**config.mk**
```make
export PLATFORM = sky130hd
export DESIGN_NAME = uart_tx_param
export DESIGN_NICKNAME = d
export VERILOG_FILES = /design/src/rtl/uart_tx_param.sv
export SDC_FILE = /design/constraint.sdc
export NUM_CORES = 1
export LEC_CHECK = 0
export CAP_MARGIN = 20
export CORE_ASPECT_RATIO = 1.4
export CORE_MARGIN = 5
export CORE_UTILIZATION = 55
export CTS_CLUSTER_SIZE = 14
export DETAILED_ROUTE_END_ITERATION = 8
export DONT_BUFFER_PORTS = 1
export MAX_ROUTING_LAYER = met4
export PLACE_DENSITY = 0.7
export SLEW_MARGIN = 10
export SYNTH_ARGS = -nofsm -noshare
export SYNTH_HDL_FRONTEND = slang
export SYNTH_SLANG_ARGS = --single-unit
```
**constraint.sdc**
```tcl
create_clock -name clk -period 3.5 [get_ports clk]
set_input_delay 0.875 -clock clk [delete_from_list [all_inputs] [get_ports clk]]
set_output_delay 0.875 -clock clk [all_outputs]
set_load 0.02 [all_outputs]
```
**src/rtl/uart_tx_param.sv**
```systemverilog
// Parametrised UART transmitter: LSB-first serialiser with runtime divisor, parity and stop bits.
// Data and configuration are latched when a word is accepted, so the frame in flight cannot be disturbed.
module uart_tx_param #(
  parameter int CLK_FREQ  = 50000000,
  parameter int BAUD_RATE = 9600,
  parameter int DATA_W    = 8,
  parameter int DIV_W     = 16
) (
  input  logic              clk,
  input  logic              rst,
  input  logic [DATA_W-1:0] s_data,
  input  logic              s_valid,
  output logic              s_ready,
  input  logic [DIV_W-1:0]  cfg_baud_div,
  input  logic [1:0]        cfg_parity,
  input  logic              cfg_stop2,
  output logic              tx,
  output logic              busy,
  output logic              frame_done,
  output logic [2:0]        state_dbg
);

  localparam int DEFAULT_DIV = CLK_FREQ / BAUD_RATE;

  if (DATA_W < 5 || DATA_W > 9 || DEFAULT_DIV < 2 || DEFAULT_DIV >= (1 << DIV_W)) begin : g_bad_params
    $error("uart_tx_param: illegal parameter set");
  end

  typedef enum logic [2:0] {
    ST_IDLE   = 3'd0,
    ST_START  = 3'd1,
    ST_DATA   = 3'd2,
    ST_PARITY = 3'd3,
    ST_STOP1  = 3'd4,
    ST_STOP2  = 3'd5
  } state_t;

  localparam logic [1:0] PAR_NONE = 2'b00;
  localparam logic [1:0] PAR_EVEN = 2'b01;
  localparam logic [1:0] PAR_ODD  = 2'b10;
  localparam logic [1:0] PAR_MARK = 2'b11;
  localparam logic [3:0] LAST_BIT = 4'(DATA_W - 1);

  function automatic logic parity_bit(input logic [1:0] mode, input logic [DATA_W-1:0] data);
    logic even;
    even = ^data;
    case (mode)
      PAR_EVEN: parity_bit = even;
      PAR_ODD:  parity_bit = ~even;
      PAR_MARK: parity_bit = 1'b1;
      default:  parity_bit = 1'b1;
    endcase
  endfunction

  state_t            state_r, state_s;
  logic [DATA_W-1:0] data_r, shift_r;
  logic [DIV_W-1:0]  div_r, cnt_r, eff_div_s;
  logic [1:0]        par_r;
  logic              stop2_r;
  logic [3:0]        bit_idx_r;
  logic              accept_s, bit_end_s, last_bit_s;
  logic              tx_s, busy_s, ready_s, done_s;
  logic              tx_r, busy_r, ready_r, done_r;

  // Divisors below 2 would make a bit shorter than the handshake can track.
  assign eff_div_s  = (cfg_baud_div < DIV_W'(2)) ? DIV_W'(2) : cfg_baud_div;
  assign accept_s   = (state_r == ST_IDLE) && s_valid && ready_r;
  assign bit_end_s  = (state_r != ST_IDLE) && (cnt_r == div_r - DIV_W'(1));
  assign last_bit_s = (bit_idx_r == LAST_BIT);

  // State register.
  always_ff @(posedge clk) begin
    if (rst) begin
      state_r <= ST_IDLE;
    end else begin
      state_r <= state_s;
    end
  end

  // Next-state decode; every non-IDLE transition waits for the end of the current bit.
  always_comb begin
    state_s = state_r;
    case (state_r)
      ST_IDLE: begin
        if (accept_s) state_s = ST_START;
        else          state_s = ST_IDLE;
      end
      ST_START: begin
        if (bit_end_s) state_s = ST_DATA;
        else           state_s = ST_START;
      end
      ST_DATA: begin
        if (bit_end_s && last_bit_s) begin
          if (par_r != PAR_NONE) state_s = ST_PARITY;
          else                   state_s = ST_STOP1;
        end else begin
          state_s = ST_DATA;
        end
      end
      ST_PARITY: begin
        if (bit_end_s) state_s = ST_STOP1;
        else           state_s = ST_PARITY;
      end
      ST_STOP1: begin
        if (bit_end_s) begin
          if (stop2_r) state_s = ST_STOP2;
          else         state_s = ST_IDLE;
        end else begin
          state_s = ST_STOP1;
        end
      end
      ST_STOP2: begin
        if (bit_end_s) state_s = ST_IDLE;
        else           state_s = ST_STOP2;
      end
      default: state_s = ST_IDLE;
    endcase
  end

  // Shadow registers, baud counter, bit index and shift register.
  always_ff @(posedge clk) begin
    if (rst) begin
      data_r    <= '0;
      shift_r   <= '0;
      div_r     <= '0;
      cnt_r     <= '0;
      par_r     <= 2'b00;
      stop2_r   <= 1'b0;
      bit_idx_r <= 4'd0;
    end else if (accept_s) begin
      data_r    <= s_data;
      shift_r   <= s_data;
      div_r     <= eff_div_s;
      cnt_r     <= '0;
      par_r     <= cfg_parity;
      stop2_r   <= cfg_stop2;
      bit_idx_r <= 4'd0;
    end else if (state_r != ST_IDLE) begin
      if (bit_end_s) begin
        cnt_r <= '0;
        if (state_r == ST_DATA) begin
          shift_r   <= {1'b0, shift_r[DATA_W-1:1]};
          bit_idx_r <= bit_idx_r + 4'd1;
        end
      end else begin
        cnt_r <= cnt_r + DIV_W'(1);
      end
    end
  end

  // Output decode from the upcoming state so the registered outputs line up with it.
  always_comb begin
    tx_s = 1'b1;
    case (state_s)
      ST_IDLE:  tx_s = 1'b1;
      ST_START: tx_s = 1'b0;
      ST_DATA: begin
        if ((state_r == ST_DATA) && bit_end_s) tx_s = shift_r[1];
        else                                   tx_s = shift_r[0];
      end
      ST_PARITY: tx_s = parity_bit(par_r, data_r);
      ST_STOP1:  tx_s = 1'b1;
      ST_STOP2:  tx_s = 1'b1;
      default:   tx_s = 1'b1;
    endcase
    busy_s  = (state_s != ST_IDLE);
    ready_s = (state_s == ST_IDLE);
    done_s  = ((state_r == ST_STOP1) || (state_r == ST_STOP2)) && (state_s == ST_IDLE);
  end

  // Output registers.
  always_ff @(posedge clk) begin
    if (rst) begin
      tx_r    <= 1'b1;
      busy_r  <= 1'b0;
      ready_r <= 1'b0;
      done_r  <= 1'b0;
    end else begin
      tx_r    <= tx_s;
      busy_r  <= busy_s;
      ready_r <= ready_s;
      done_r  <= done_s;
    end
  end

  assign tx         = tx_r;
  assign busy       = busy_r;
  assign s_ready    = ready_r;
  assign frame_done = done_r;
  assign state_dbg  = state_r;

endmodule

```
==> impl_metrics.tcl <==
set metrics [dict create \
    outcome "finished, final reports clean" \
    yosysUniqueCellTypes 54 \
    avgViaCountPerCell 5.92 \
    finalCriticalPeriod_ns 3.33 \
    end_kind "flop" \
    critPathMaxStageDelay_ns 0.56 \
    grt_usage 0.226 \
    syn-num-nets 413 \
    grt_pass1_vias 2673 \
    clock_path_buffers 2 \
    slew_headroom 0.439 \
    numClockSinks 62 \
    avgSynthCellArea_um2 8.58 \
    yosysTopAreaCell "dfxtp_1" \
    drt_first_pass_iters 5 \
    pwr_density_cell_nw_per_um2 450 \
    synth_seq_cells 62 \
    hold_path.class "reg2reg" \
    core_um2 5780 \
    required_ns 3.74 \
    fin_setup_tns_ns 0 \
    initialDrtViolationCount 188 \
    hold_viol 0 \
    n_antenna_cell 0 \
    postRouteAntennaNets 0 \
    critPathBufInv 0 \
    die_area_um2 7540 \
    ir_worst_vdd_mv 0.420 \
    synth_top_area_frac 0.384 \
    start_util 0.560 \
    syn_to_final_growth_pct 8.90 \
    path_clk_slew_ns 0.07 \
    nets 419 \
    setup_viol 0 \
    tritoncts "built" \
    p_leak_nw 1.28 \
    synth-edff-count 0 \
    rows 33 \
    worst_pin_slew_ns 0.835 \
    die_x_um 74.8 \
    holdWs_ns 0.464 \
    htreeDepth 3 \
    crit_type "reg2reg" \
    placedCellCount 438 \
    synthFlopType "dfxtp_1" \
    final-max-slew-violation-count 0 \
    place_area_um2 3310 \
    avgRoutedWirePerCell_um 16.9 \
    fin_area_um2 3520 \
    ys.warnings.count 0 \
    dp_hpwl_mm 5.78 \
    die_y_um 101 \
    arrival_ns 3.58 \
    crit_fanout 7 \
    start_kind "flop" \
    insertion_delay_ns 0.36 \
    gr-total-overflow 0 \
    via_count 2712 \
    grt_max_degree 33 \
    numCtsBuffers 9 \
    port_buffers 0 \
    power_mw 1.58 \
    boundaryPins 37 \
    max_cap_viol_count 0 \
    drc 0 \
    cts_root_buf "clkbuf_8" \
    wl_mm 7.76 \
    skew_ns 0.0104 \
    period_share 0.953 \
    globalplace.congestion 0.969 \
    clock.fmax_ghz 0.300 \
    syn-cell-area_um2 3230 \
    synthCells 377 \
    slowest_stage "or4b_4" \
    layoutNonFillerInstCount 458 \
    synthArstFlopShare 0 \
    grt_pass1_wl_mm 12.5 \
    hold_buffers 0 \
    antenna_found_initial 0 \
    worstPathCellList "nor4_4, nand4_1, xnor2_1, or4b_4, a2111oi_4, nand2_2, mux2i_4, or3b_1, and2_1" \
    seq_area_frac_synth 0.384 \
    synth_area_leaders "dfxtp_1 (38%), xnor2_1 (6.0%), nand2_1 (5.7%)" \
    layout_setup_ws_ns 0.166 \
    drive_above_1_share 0.124 \
    crit_family "simple AND/OR/NAND/NOR gates" \
    post-place-ws_ns 0.113 \
    postLayoutCoreUtil 0.609 \
]
[cells in the final DEF (no fill, tap or decap), types with 6 or more instances in the layout]
master and count:
nor2_1 37, ha_1 6, mux2i_1 10, xor2_1 19, nor3_1 12, a211oi_1 7
nand3_1 12, dfxtp_1 60, buf_4 16, clkbuf_8 9, nand2_1 49, inv_1 9
nand4_1 10, nor4_1 9, a21oi_1 24, xnor2_1 22, a22o_1 9
[cells in the mapped netlist (10+ instances only)]
cell type and instances:
dfxtp_1 62, nand2_1 49, nor2_1 37, a21oi_1 24, xnor2_1 22, xor2_1 19
clkbuf_1 13, nand3_1 12, nor3_1 12, mux2i_1 10, nand4_1 10
[final cells by class]
type                    count  area (um^2)
multi-input cells         285         1870
fillers                   527         2260
clock buffers              10          128
well taps                  70         87.6
flip-flops and latches     62         1240
repair buffers             16          120
clock inverters             6         38.8
inverters                   9         33.8
[logic make-up (layout without fill, tap and decap cells)]
logic type / Yosys count / in the layout / share of synthesized area
adder cells (fa/ha/maj): 6 / 6 / 0.0232
XOR/XNOR: 41 / 41 / 0.111
flip-flops: 62 / 62 / 0.384
buffers and inverters: 30 / 41 / 0.0426
AND/OR/NAND/NOR: 158 / 158 / 0.251
multiplexers: 11 / 11 / 0.0352
AO/OA/AOI/OAI: 69 / 69 / 0.153
[metal layers]
layer / GRT usage / routed length, um
met4: 0.132 / 313
met2: 0.376 / 4190
met3: 0.0659 / 354
met1: 0.231 / 2900
met5: - / 0
[flip-flops by register name, indices dropped and copies added, names as in the netlist]
| name | flops |
|---|---|
| tx | 1 |
| stop2_r | 1 |
| shift_r | 8 |
| cnt_r | 16 |
| frame_done | 1 |
| busy | 1 |
| s_ready | 1 |
| bit_idx_r | 4 |
| div_r | 16 |
| state_dbg | 3 |
| par_r | 2 |
| data_r | 8 |
[path summary, 6_finish.rpt]
check	start	endpoint	slack, ns	cells past startpoint
worst max-delay path	div_r[6]$_SDFFE_PP0P_	busy$_SDFF_PP0_	0.17	9
worst min-delay path	data_r[4]$_SDFFE_PP0P_	data_r[4]$_SDFFE_PP0P_	0.46	2
worst max register to register	div_r[6]$_SDFFE_PP0P_	busy$_SDFF_PP0_	0.17	9
worst min register to register	data_r[4]$_SDFFE_PP0P_	data_r[4]$_SDFFE_PP0P_	0.46	2
[repair_timing]
item / 4_1_cts / 5_1_grt
buffers inserted: 0 / 4
endpoints found under the setup margin: 0 / 3
hold endpoints to repair: 0 / 0
resized for setup: 0 / 4
[worst reg2reg max path, cell delays in order, from the launching register on]
cell and delay (ns):
dfxtp_1 0.37, nor4_4 0.49, nand4_1 0.17, xnor2_1 0.20, or4b_4 0.56, a2111oi_4 0.45
nand2_2 0.18, mux2i_4 0.22, or3b_1 0.40, and2_1 0.18
[where the power goes]
group | leakage, nW | total [mW] | switching (mW) | internal, mW
Sequential | 0.505 | 0.767 | 0.0322 | 0.735
Combinational | 0.690 | 0.265 | 0.148 | 0.117
Clock | 0.0820 | 0.552 | 0.299 | 0.254
Total | 1.28 | 1.58 | 0.479 | 1.11
Note: power is estimated with default switching activity, not from simulation.
